[src/rtl/gonso_wb_pkg.sv]
// Shared definitions for the Wishbone burst initiator: FSM encoding, address stride, byte lanes.
package gonso_wb_pkg;

    localparam logic [2:0] ST_IDLE = 3'd0;
    localparam logic [2:0] ST_WDAT = 3'd1;
    localparam logic [2:0] ST_BUS  = 3'd2;
    localparam logic [2:0] ST_RSP  = 3'd3;
    localparam logic [2:0] ST_ADV  = 3'd4;

    typedef enum logic [2:0] {
        IDLE = ST_IDLE,
        WDAT = ST_WDAT,
        BUS  = ST_BUS,
        RSP  = ST_RSP,
        ADV  = ST_ADV
    } wb_state_e;

    localparam logic [31:0] WB_STRIDE  = 32'd4;
    localparam logic [3:0]  WB_SEL_ALL = 4'hF;

endpackage

[src/rtl/wb_timeout_counter.sv]
// Counts bus cycles without an acknowledge; expired fires on the increment that reaches TIMEOUT.
module wb_timeout_counter #(
    parameter int TSIZE   = 16,
    parameter int TIMEOUT = 1023
) (
    input  logic clk,
    input  logic rst,
    input  logic clr,
    input  logic inc,
    output logic expired
);

    localparam logic [TSIZE-1:0] LAST = TSIZE'(TIMEOUT - 1);

    logic [TSIZE-1:0] cnt_q, cnt_d;

    always_comb begin
        cnt_d = cnt_q;
        if (clr)
            cnt_d = '0;
        else if (inc)
            cnt_d = cnt_q + 1'b1;
    end

    assign expired = inc && (cnt_q == LAST);

    always_ff @(posedge clk or posedge rst) begin
        if (rst)
            cnt_q <= '0;
        else
            cnt_q <= cnt_d;
    end

endmodule

[src/rtl/wb_burst_initiator.sv]
// Wishbone classic initiator: one command becomes cmd_len+1 single 32-bit transfers.
// Define WB_TIMEOUT_EN to abort a transfer that sees no ack for TIMEOUT bus cycles.
module wb_burst_initiator
    import gonso_wb_pkg::*;
#(
    parameter int LSIZE   = 8,
    parameter int TSIZE   = 16,
    parameter int TIMEOUT = 1023
) (
    input  logic             clk,
    input  logic             rst,
    input  logic             cmd_valid,
    output logic             cmd_ready,
    input  logic             cmd_we,
    input  logic [31:0]      cmd_adr,
    input  logic [LSIZE-1:0] cmd_len,
    input  logic             wdat_valid,
    output logic             wdat_ready,
    input  logic [31:0]      wdat,
    output logic             rsp_valid,
    input  logic             rsp_ready,
    output logic [31:0]      rsp_data,
    output logic             done,
    output logic             err,
    output logic             wbm_cyc_o,
    output logic             wbm_stb_o,
    output logic             wbm_we_o,
    output logic [31:0]      wbm_adr_o,
    output logic [31:0]      wbm_dat_o,
    output logic [3:0]       wbm_sel_o,
    input  logic [31:0]      wbm_dat_i,
    input  logic             wbm_ack_i
);

    wb_state_e        state_q, state_d;
    logic [31:0]      adr_q, adr_d;
    logic             we_q, we_d;
    logic [LSIZE-1:0] rem_q, rem_d;
    logic             bus_q, bus_d;
    logic             wb_we_q, wb_we_d;
    logic [31:0]      wb_adr_q, wb_adr_d;
    logic [31:0]      wb_dat_q, wb_dat_d;
    logic [3:0]       wb_sel_q, wb_sel_d;
    logic             rsp_valid_q, rsp_valid_d;
    logic [31:0]      rsp_data_q, rsp_data_d;
    logic             done_q, done_d;
    logic             tmo_expired;

    always_comb begin
        state_d     = state_q;
        adr_d       = adr_q;
        we_d        = we_q;
        rem_d       = rem_q;
        wb_dat_d    = wb_dat_q;
        rsp_valid_d = rsp_valid_q;
        rsp_data_d  = rsp_data_q;
        done_d      = 1'b0;

        case (state_q)
            IDLE: begin
                if (cmd_valid) begin
                    adr_d   = cmd_adr;
                    we_d    = cmd_we;
                    rem_d   = cmd_len;
                    state_d = cmd_we ? WDAT : BUS;
                end
            end
            WDAT: begin
                if (wdat_valid) begin
                    wb_dat_d = wdat;
                    state_d  = BUS;
                end
            end
            BUS: begin
                if (wbm_ack_i) begin
                    if (we_q) begin
                        state_d = ADV;
                    end else begin
                        rsp_data_d  = wbm_dat_i;
                        rsp_valid_d = 1'b1;
                        state_d     = RSP;
                    end
                end else if (tmo_expired) begin
                    // Abort discards the remaining words of the burst.
                    done_d  = 1'b1;
                    state_d = IDLE;
                end
            end
            RSP: begin
                if (rsp_ready) begin
                    rsp_valid_d = 1'b0;
                    state_d     = ADV;
                end
            end
            ADV: begin
                if (rem_q == '0) begin
                    done_d  = 1'b1;
                    state_d = IDLE;
                end else begin
                    rem_d   = rem_q - 1'b1;
                    adr_d   = adr_q + WB_STRIDE;
                    state_d = we_q ? WDAT : BUS;
                end
            end
            default: state_d = IDLE;
        endcase

        // Bus outputs are registered from the next state so stb rises the cycle BUS is entered.
        bus_d    = (state_d == BUS);
        wb_we_d  = bus_d && we_d;
        wb_sel_d = bus_d ? WB_SEL_ALL : 4'h0;
        wb_adr_d = bus_d ? adr_d : wb_adr_q;
    end

    always_ff @(posedge clk or posedge rst) begin
        if (rst) begin
            state_q     <= IDLE;
            adr_q       <= '0;
            we_q        <= 1'b0;
            rem_q       <= '0;
            bus_q       <= 1'b0;
            wb_we_q     <= 1'b0;
            wb_adr_q    <= '0;
            wb_dat_q    <= '0;
            wb_sel_q    <= '0;
            rsp_valid_q <= 1'b0;
            rsp_data_q  <= '0;
            done_q      <= 1'b0;
        end else begin
            state_q     <= state_d;
            adr_q       <= adr_d;
            we_q        <= we_d;
            rem_q       <= rem_d;
            bus_q       <= bus_d;
            wb_we_q     <= wb_we_d;
            wb_adr_q    <= wb_adr_d;
            wb_dat_q    <= wb_dat_d;
            wb_sel_q    <= wb_sel_d;
            rsp_valid_q <= rsp_valid_d;
            rsp_data_q  <= rsp_data_d;
            done_q      <= done_d;
        end
    end

`ifdef WB_TIMEOUT_EN
    logic tmo_clr, tmo_inc;
    logic err_q, err_d;

    assign tmo_clr = (state_q != BUS);
    assign tmo_inc = (state_q == BUS) && !wbm_ack_i;
    assign err_d   = tmo_expired;

    wb_timeout_counter #(
        .TSIZE   (TSIZE),
        .TIMEOUT (TIMEOUT)
    ) u_tmo (
        .clk     (clk),
        .rst     (rst),
        .clr     (tmo_clr),
        .inc     (tmo_inc),
        .expired (tmo_expired)
    );

    always_ff @(posedge clk or posedge rst) begin
        if (rst)
            err_q <= 1'b0;
        else
            err_q <= err_d;
    end

    assign err = err_q;
`else
    assign tmo_expired = 1'b0;
    assign err         = 1'b0;
`endif

    assign cmd_ready  = (state_q == IDLE);
    assign wdat_ready = (state_q == WDAT);
    assign rsp_valid  = rsp_valid_q;
    assign rsp_data   = rsp_data_q;
    assign done       = done_q;
    assign wbm_cyc_o  = bus_q;
    assign wbm_stb_o  = bus_q;
    assign wbm_we_o   = wb_we_q;
    assign wbm_adr_o  = wb_adr_q;
    assign wbm_dat_o  = wb_dat_q;
    assign wbm_sel_o  = wb_sel_q;

endmodule

[config.mk]
export PLATFORM = sky130hd
export DESIGN_NAME = wb_burst_initiator
export DESIGN_NICKNAME = d
export VERILOG_FILES = /design/src/rtl/gonso_wb_pkg.sv /design/src/rtl/wb_timeout_counter.sv /design/src/rtl/wb_burst_initiator.sv
export SDC_FILE = /design/constraint.sdc
export NUM_CORES = 1
export LEC_CHECK = 0
export BUFFER_PORTS_ARGS = -buffer_cell sky130_fd_sc_hd__buf_2
export CORE_UTILIZATION = 40
export CTS_BUF_LIST = sky130_fd_sc_hd__clkbuf_4 sky130_fd_sc_hd__clkbuf_8 sky130_fd_sc_hd__clkbuf_16
export DETAILED_ROUTE_END_ITERATION = 12
export HOLD_SLACK_MARGIN = 0.02
export PLACE_DENSITY_LB_ADDON = 0.1
export SYNTH_ARGS = -nofsm -noshare
export SYNTH_HDL_FRONTEND = slang
export SYNTH_SLANG_ARGS = --single-unit
[constraint.sdc]
create_clock -name clk -period 5.6 [get_ports clk]
set_clock_uncertainty 0.05 [all_clocks]
set_input_delay 0.56 -clock clk [delete_from_list [all_inputs] [get_ports clk]]
set_output_delay 0.56 -clock clk [all_outputs]
set_load 0.1 [all_outputs]
==> impl_metrics.tcl, run 1 <==
set metrics [dict create \
    synth-xor-area-share_pct 0 \
    synth_top_family_by_area "multiplexers" \
    cap_violations 0 \
    cts-buffers-inserted 17 \
    first_global_vias 5721 \
    critPathLaunchType "register" \
    synthArstFlopShare_pct 100.0 \
    cts_root_buffer "clkbuf_16" \
    coreArea_um2 17240 \
    dp_hpwl_um 14020 \
    slew_viol_final 0 \
    antenna_found_initial 0 \
    final.fill_count 1578 \
    synth-edff-count 0 \
    fmaxAchievable_ghz 0.3319 \
    min_path_type "in2async" \
    outcome "completed" \
    port-buffer-count 217 \
    h-tree-depth 4 \
    die-area_um2 18140 \
    vias 5719 \
    start_util_pct 40.85 \
    syn2layout_area_growth_pct 26.39 \
    post_cts_buffers 0 \
    drtIter0Drc 290 \
    grt_overflow 0 \
    clock_latency_ns 0.42 \
    synth_adder_area_share_pct 0.3554 \
    rsz0062_at_grt "false" \
    num_io_pins 219 \
    grt_use_total_pct 21.86 \
    crit_path_end_kind "register" \
    first_pass_iters 4 \
    finalHoldViolations 0 \
    period_minus_slack_ns 3.013 \
    die_w_um 134.7 \
    critPathRequiredTime_ns 5.88 \
    synth_compound_area_share_pct 14.00 \
    avgSynthCellArea_um2 11.27 \
    syn-cell-area_um2 7042 \
    synth_mux_area_share_pct 15.64 \
    regArea_um2 3603 \
    final_nets 933 \
    setup-violations-final 0 \
    gp_congestion 0.8450 \
    core.rowCount 48 \
    wire_per_inst_um 18.54 \
    clockBufferDepth 2 \
    grt_pass1_wl_um 30320 \
    numClockSinks 144 \
    viasPerCell 5.416 \
    synthDistinctLibCells 74 \
    syn_nets 738 \
    postRouteWirelength_um 19580 \
    syn_inst 625 \
    yosys_warnings 0 \
    post_cts_resized 0 \
    drc 0 \
    maxSlewHeadroom_pct 24.83 \
    worstPathMaxFanout 11 \
    num_antenna_cells 0 \
    ctsHoldBuffers 0 \
    synth_seq_cells 144 \
    die_h_um 134.7 \
    fin_setup_tns_ns 0 \
    yosys.area_share.simple_pct 13.98 \
    ys.flop_type "dfrtp_1" \
    worstPathArrival_ns 3.29 \
    tritoncts "built" \
    critPathKind "reg2reg" \
    worst_pin_slew_ns 1.116 \
    clkTransAtPathRegs_ns 0.06 \
    drive_gt1_share_pct 43.08 \
    yosysSeqAreaShare_pct 51.17 \
    multi_input_area_um2 3120 \
    ant_nets 0 \
    post-route-period-util_pct 53.80 \
    grt_max_degree 98 \
]
-- routing by layer --
metal | vias to the layer above | GRT usage [%] | part of all wire [%]
li1 | 2705 | - | -
met1 | 2798 | 28.03 | 43
met2 | 202 | 36.66 | 50
met3 | 14 | 3.679 | 6.0
met4 | 0 | 8.926 | 1.3
met5 | - | 0 | 0
-- kinds of logic (layout without fill, tap and decap cells) --
logic type                 after synthesis  after routing
buffers and inverters                   65            271
and+or+nand+nor                        178            178
DFF                                    144            144
adders and majority gates                2              2
AOI/OAI and AO/OA                      144            144
muxes                                   91             91
other                                    1              1
-- Yosys cell counts, types with 8 or more instances --
cell type	number	area [µm²]
nand3_1	15	75.07
a31oi_1	15	93.84
buf_1	9	33.78
o22ai_1	11	68.82
dfrtp_1	144	3603
nand4_1	13	81.33
clkbuf_1	17	63.81
nor3_1	12	60.06
o21ai_0	21	105.1
a21oi_1	30	150.1
nor2_1	34	127.6
mux2_4	22	330.3
buf_2	10	50.05
mux2_2	64	720.7
nor4_1	11	68.82
nand2_1	47	176.4
a311oi_1	8	70.07
inv_1	15	56.30
-- worst max-delay path, stage by stage, from the launching register on --
cell and delay, ns:
dfrtp_1 0.37, inv_1 0.09, ha_1 0.25, nor4b_4 0.55, nand2_1 0.23, o21ai_0 0.92
a222oi_1 0.25, o21ai_0 0.22
-- layout make-up --
| cell class | count | area share, % |
|---|---|---|
| well taps | 225 | 3.163 |
| clock buffers | 18 | 4.935 |
| inverters | 16 | 0.7873 |
| repair buffers | 225 | 12.88 |
| multi-input cells | 416 | 35.06 |
| clock inverters | 12 | 2.685 |
| flip-flops and latches | 144 | 40.49 |
-- final timing paths --
kind | start | endpoint | slack, ns | cells after the start
max reg2reg | rem_q[0] | wbm_adr_o[3] | 2.59 | 7
min reg2reg | adr_q[0] | adr_q[0] | 0.42 | 2
min | rst | rsp_data[5] | 0.29 | 2
max in group asynchronous | rst | adr_q[31] | 4.04 | 3
max | rem_q[0] | wbm_adr_o[3] | 2.59 | 7
min in group clk | wbm_dat_i[28] | rsp_data[28] | 0.32 | 2
-- layout by cell type (no fill, tap or decap), types with 7 or more instances in the layout --
master	synthesis	layout
a22oi_1	7	7
nor3_1	12	12
o21ai_0	21	21
a21oi_1	30	30
a311oi_1	8	8
o211ai_1	7	7
nor2b_1	7	7
bufinv_16	0	7
nand2_1	47	47
mux2_2	64	64
nor2_1	34	34
nand4_1	13	13
buf_2	10	217
dfrtp_1	144	144
inv_1	15	14
clkbuf_16	0	17
o22ai_1	11	11
mux2_4	22	22
nand3_1	15	15
a31oi_1	15	15
buf_4	7	8
nor4_1	11	11
a2bb2oi_1	7	7
-- stage by stage --
| step | utilization (%) | setup WS, ns | std cells | area (µm²) | hold slack (ns) |
|---|---|---|---|---|---|
| 2_1_floorplan | - | 1.124 | 625 | 7042 | 0.3909 |
| 3_3_place_gp | 47.70 | 2.461 | 1026 | 8222 | 0.4256 |
| 3_5_place_dp | 47.70 | 2.393 | 1026 | 8222 | 0.4101 |
| 4_1_cts | 51.63 | 2.613 | 1056 | 8900 | 0.3034 |
| 5_1_grt | 51.63 | 2.296 | 1056 | 8900 | 0.3075 |
| 6_report | 51.63 | 2.587 | 1056 | 8900 | 0.2897 |
-- state kept, by name, indices dropped and copies added (netlist names) --
signal,cells
adr_q,32
rsp_data,32
wbm_adr_o,32
wbm_dat_o,32
rem_q,8
state_q,3
done,1
rsp_valid,1
wbm_sel_o,1
wbm_we_o,1
we_q,1
Power of run 1 is not shown: default switching activity piles up to over one toggle a cycle in this logic, so the estimate is an artifact.
==> run 2, diff against run 1 <==
- clock period: 5.6 -> 2.45 ns (I/O delays scaled with it)
==> impl_metrics.tcl, run 2 (same netlist as run 1, synthesis figures left out) <==
set metrics [dict create \
    outcome "completed" \
    vias 6325 \
    first_pass_iters 5 \
    wire_per_inst_um 18.20 \
    worstPathMaxFanout 7 \
    first_global_vias 6376 \
    num_io_pins 219 \
    fin_setup_tns_ns 0 \
    final_common_cell "buf_2" \
    critPathKind "reg2reg" \
    period_minus_slack_ns 2.360 \
    gp_congestion 0.8540 \
    critPathRequiredTime_ns 2.71 \
    postRouteWirelength_um 21370 \
    cap_violations 0 \
    fmaxAchievable_ghz 0.4237 \
    numClockSinks 144 \
    grt_max_degree 60 \
    drive_gt1_share_pct 43.62 \
    grt_pass1_wl_um 33190 \
    min_path_type "in2reg" \
    finalHoldViolations 0 \
    drtIter0Drc 399 \
    fin_area_um2 9968 \
    worst_pin_slew_ns 0.7019 \
    grt_overflow 0 \
    core.rowCount 48 \
    setup-violations-final 0 \
    die_h_um 134.7 \
    final.fill_count 1471 \
    cts-buffers-inserted 17 \
    viasPerCell 5.388 \
    post-route-period-util_pct 96.34 \
    coreArea_um2 17240 \
    port-buffer-count 217 \
    syn2layout_area_growth_pct 41.56 \
    dp_hpwl_um 15030 \
    clkTransAtPathRegs_ns 0.07 \
    worstPathArrival_ns 2.62 \
    utilization_pct 57.83 \
    place_area_um2 8600 \
    h-tree-depth 4 \
    tritoncts "built" \
    mostFrequentLayoutCells "217 x buf_2, 144 x dfrtp_1, 71 x dlygate4sd3_1" \
    drc 0 \
    ant_nets 0 \
    antenna_found_initial 0 \
    reg2reg_depth 9 \
    clock_latency_ns 0.43 \
    die-area_um2 18140 \
    clockBufferDepth 2 \
    min_path_cells 3 \
    grt_use_total_pct 23.91 \
    final_nets 1049 \
    num_antenna_cells 0 \
    critPathLaunchType "register" \
    start_util_pct 40.85 \
    cts_root_buffer "clkbuf_16" \
    crit_path_end_kind "register" \
    die_w_um 134.7 \
    maxSlewHeadroom_pct 53.11 \
    slew_viol_final 0 \
]
## run 2: worst max-delay path: stages (launching register included)
cell and delay (ns):
dfrtp_1 0.37, inv_1 0.09, ha_2 0.20, nor4b_4 0.34
buf_12 0.17, a211oi_1 0.06, buf_4 0.19, and3_1 0.16
a311o_1 0.34, mux2_4 0.27
## run 2: final cells by class
| type | instances | area (µm²) | share of cell area [%] |
|---|---|---|---|
| clock buffers | 17 | 425.4 | 4.268 |
| inverters | 16 | 68.82 | 0.6903 |
| clock inverters | 15 | 160.2 | 1.607 |
| multi-input cells | 416 | 3159 | 31.69 |
| flip-flops and latches | 144 | 3603 | 36.15 |
| well taps | 225 | 281.5 | 2.824 |
| repair buffers | 341 | 2270 | 22.77 |
## run 2: worst paths after layout
check,slack (ns),endpoint,startpoint
min in group asynchronous,0.42,rem_q[5],rst
max,0.09,wbm_adr_o[24],rem_q[1]
max in group asynchronous,1.19,rsp_data[13],rst
min,0.05,adr_q[22],cmd_adr[22]
min reg2reg,0.43,adr_q[0],adr_q[0]
max reg2reg,0.09,wbm_adr_o[24],rem_q[1]
## run 2: repair_timing
action                                 4_1_cts  5_1_grt
hold buffers                                70        1
setup endpoints to repair                   22       24
pin swaps                                    1        2
resized for setup                            5        7
endpoints found under the hold margin       96        1
gates cloned                                 0        0
buffers inserted                             0        4
## run 2: routing by layer
layer,track usage [%],wire [µm],vias to the layer above
met1,30.48,9516,3111
met3,5.668,1159,32
met4,8.489,416,0
met5,0,0,-
li1,-,-,2943
met2,39.63,10280,239
## run 2: stage by stage
step	cells	hold slack [ns]	setup WS, ns
after detailed placement	1067	0.3373	-0.1844
after CTS	1169	0.02214	0.001690
after global placement	1067	0.3334	-0.2381
after global routing	1174	0.04147	-0.02447
final	1174	0.05261	0.08972
after floorplan	625	0.3188	0.05176
Power of run 2 is left out for the same reason.
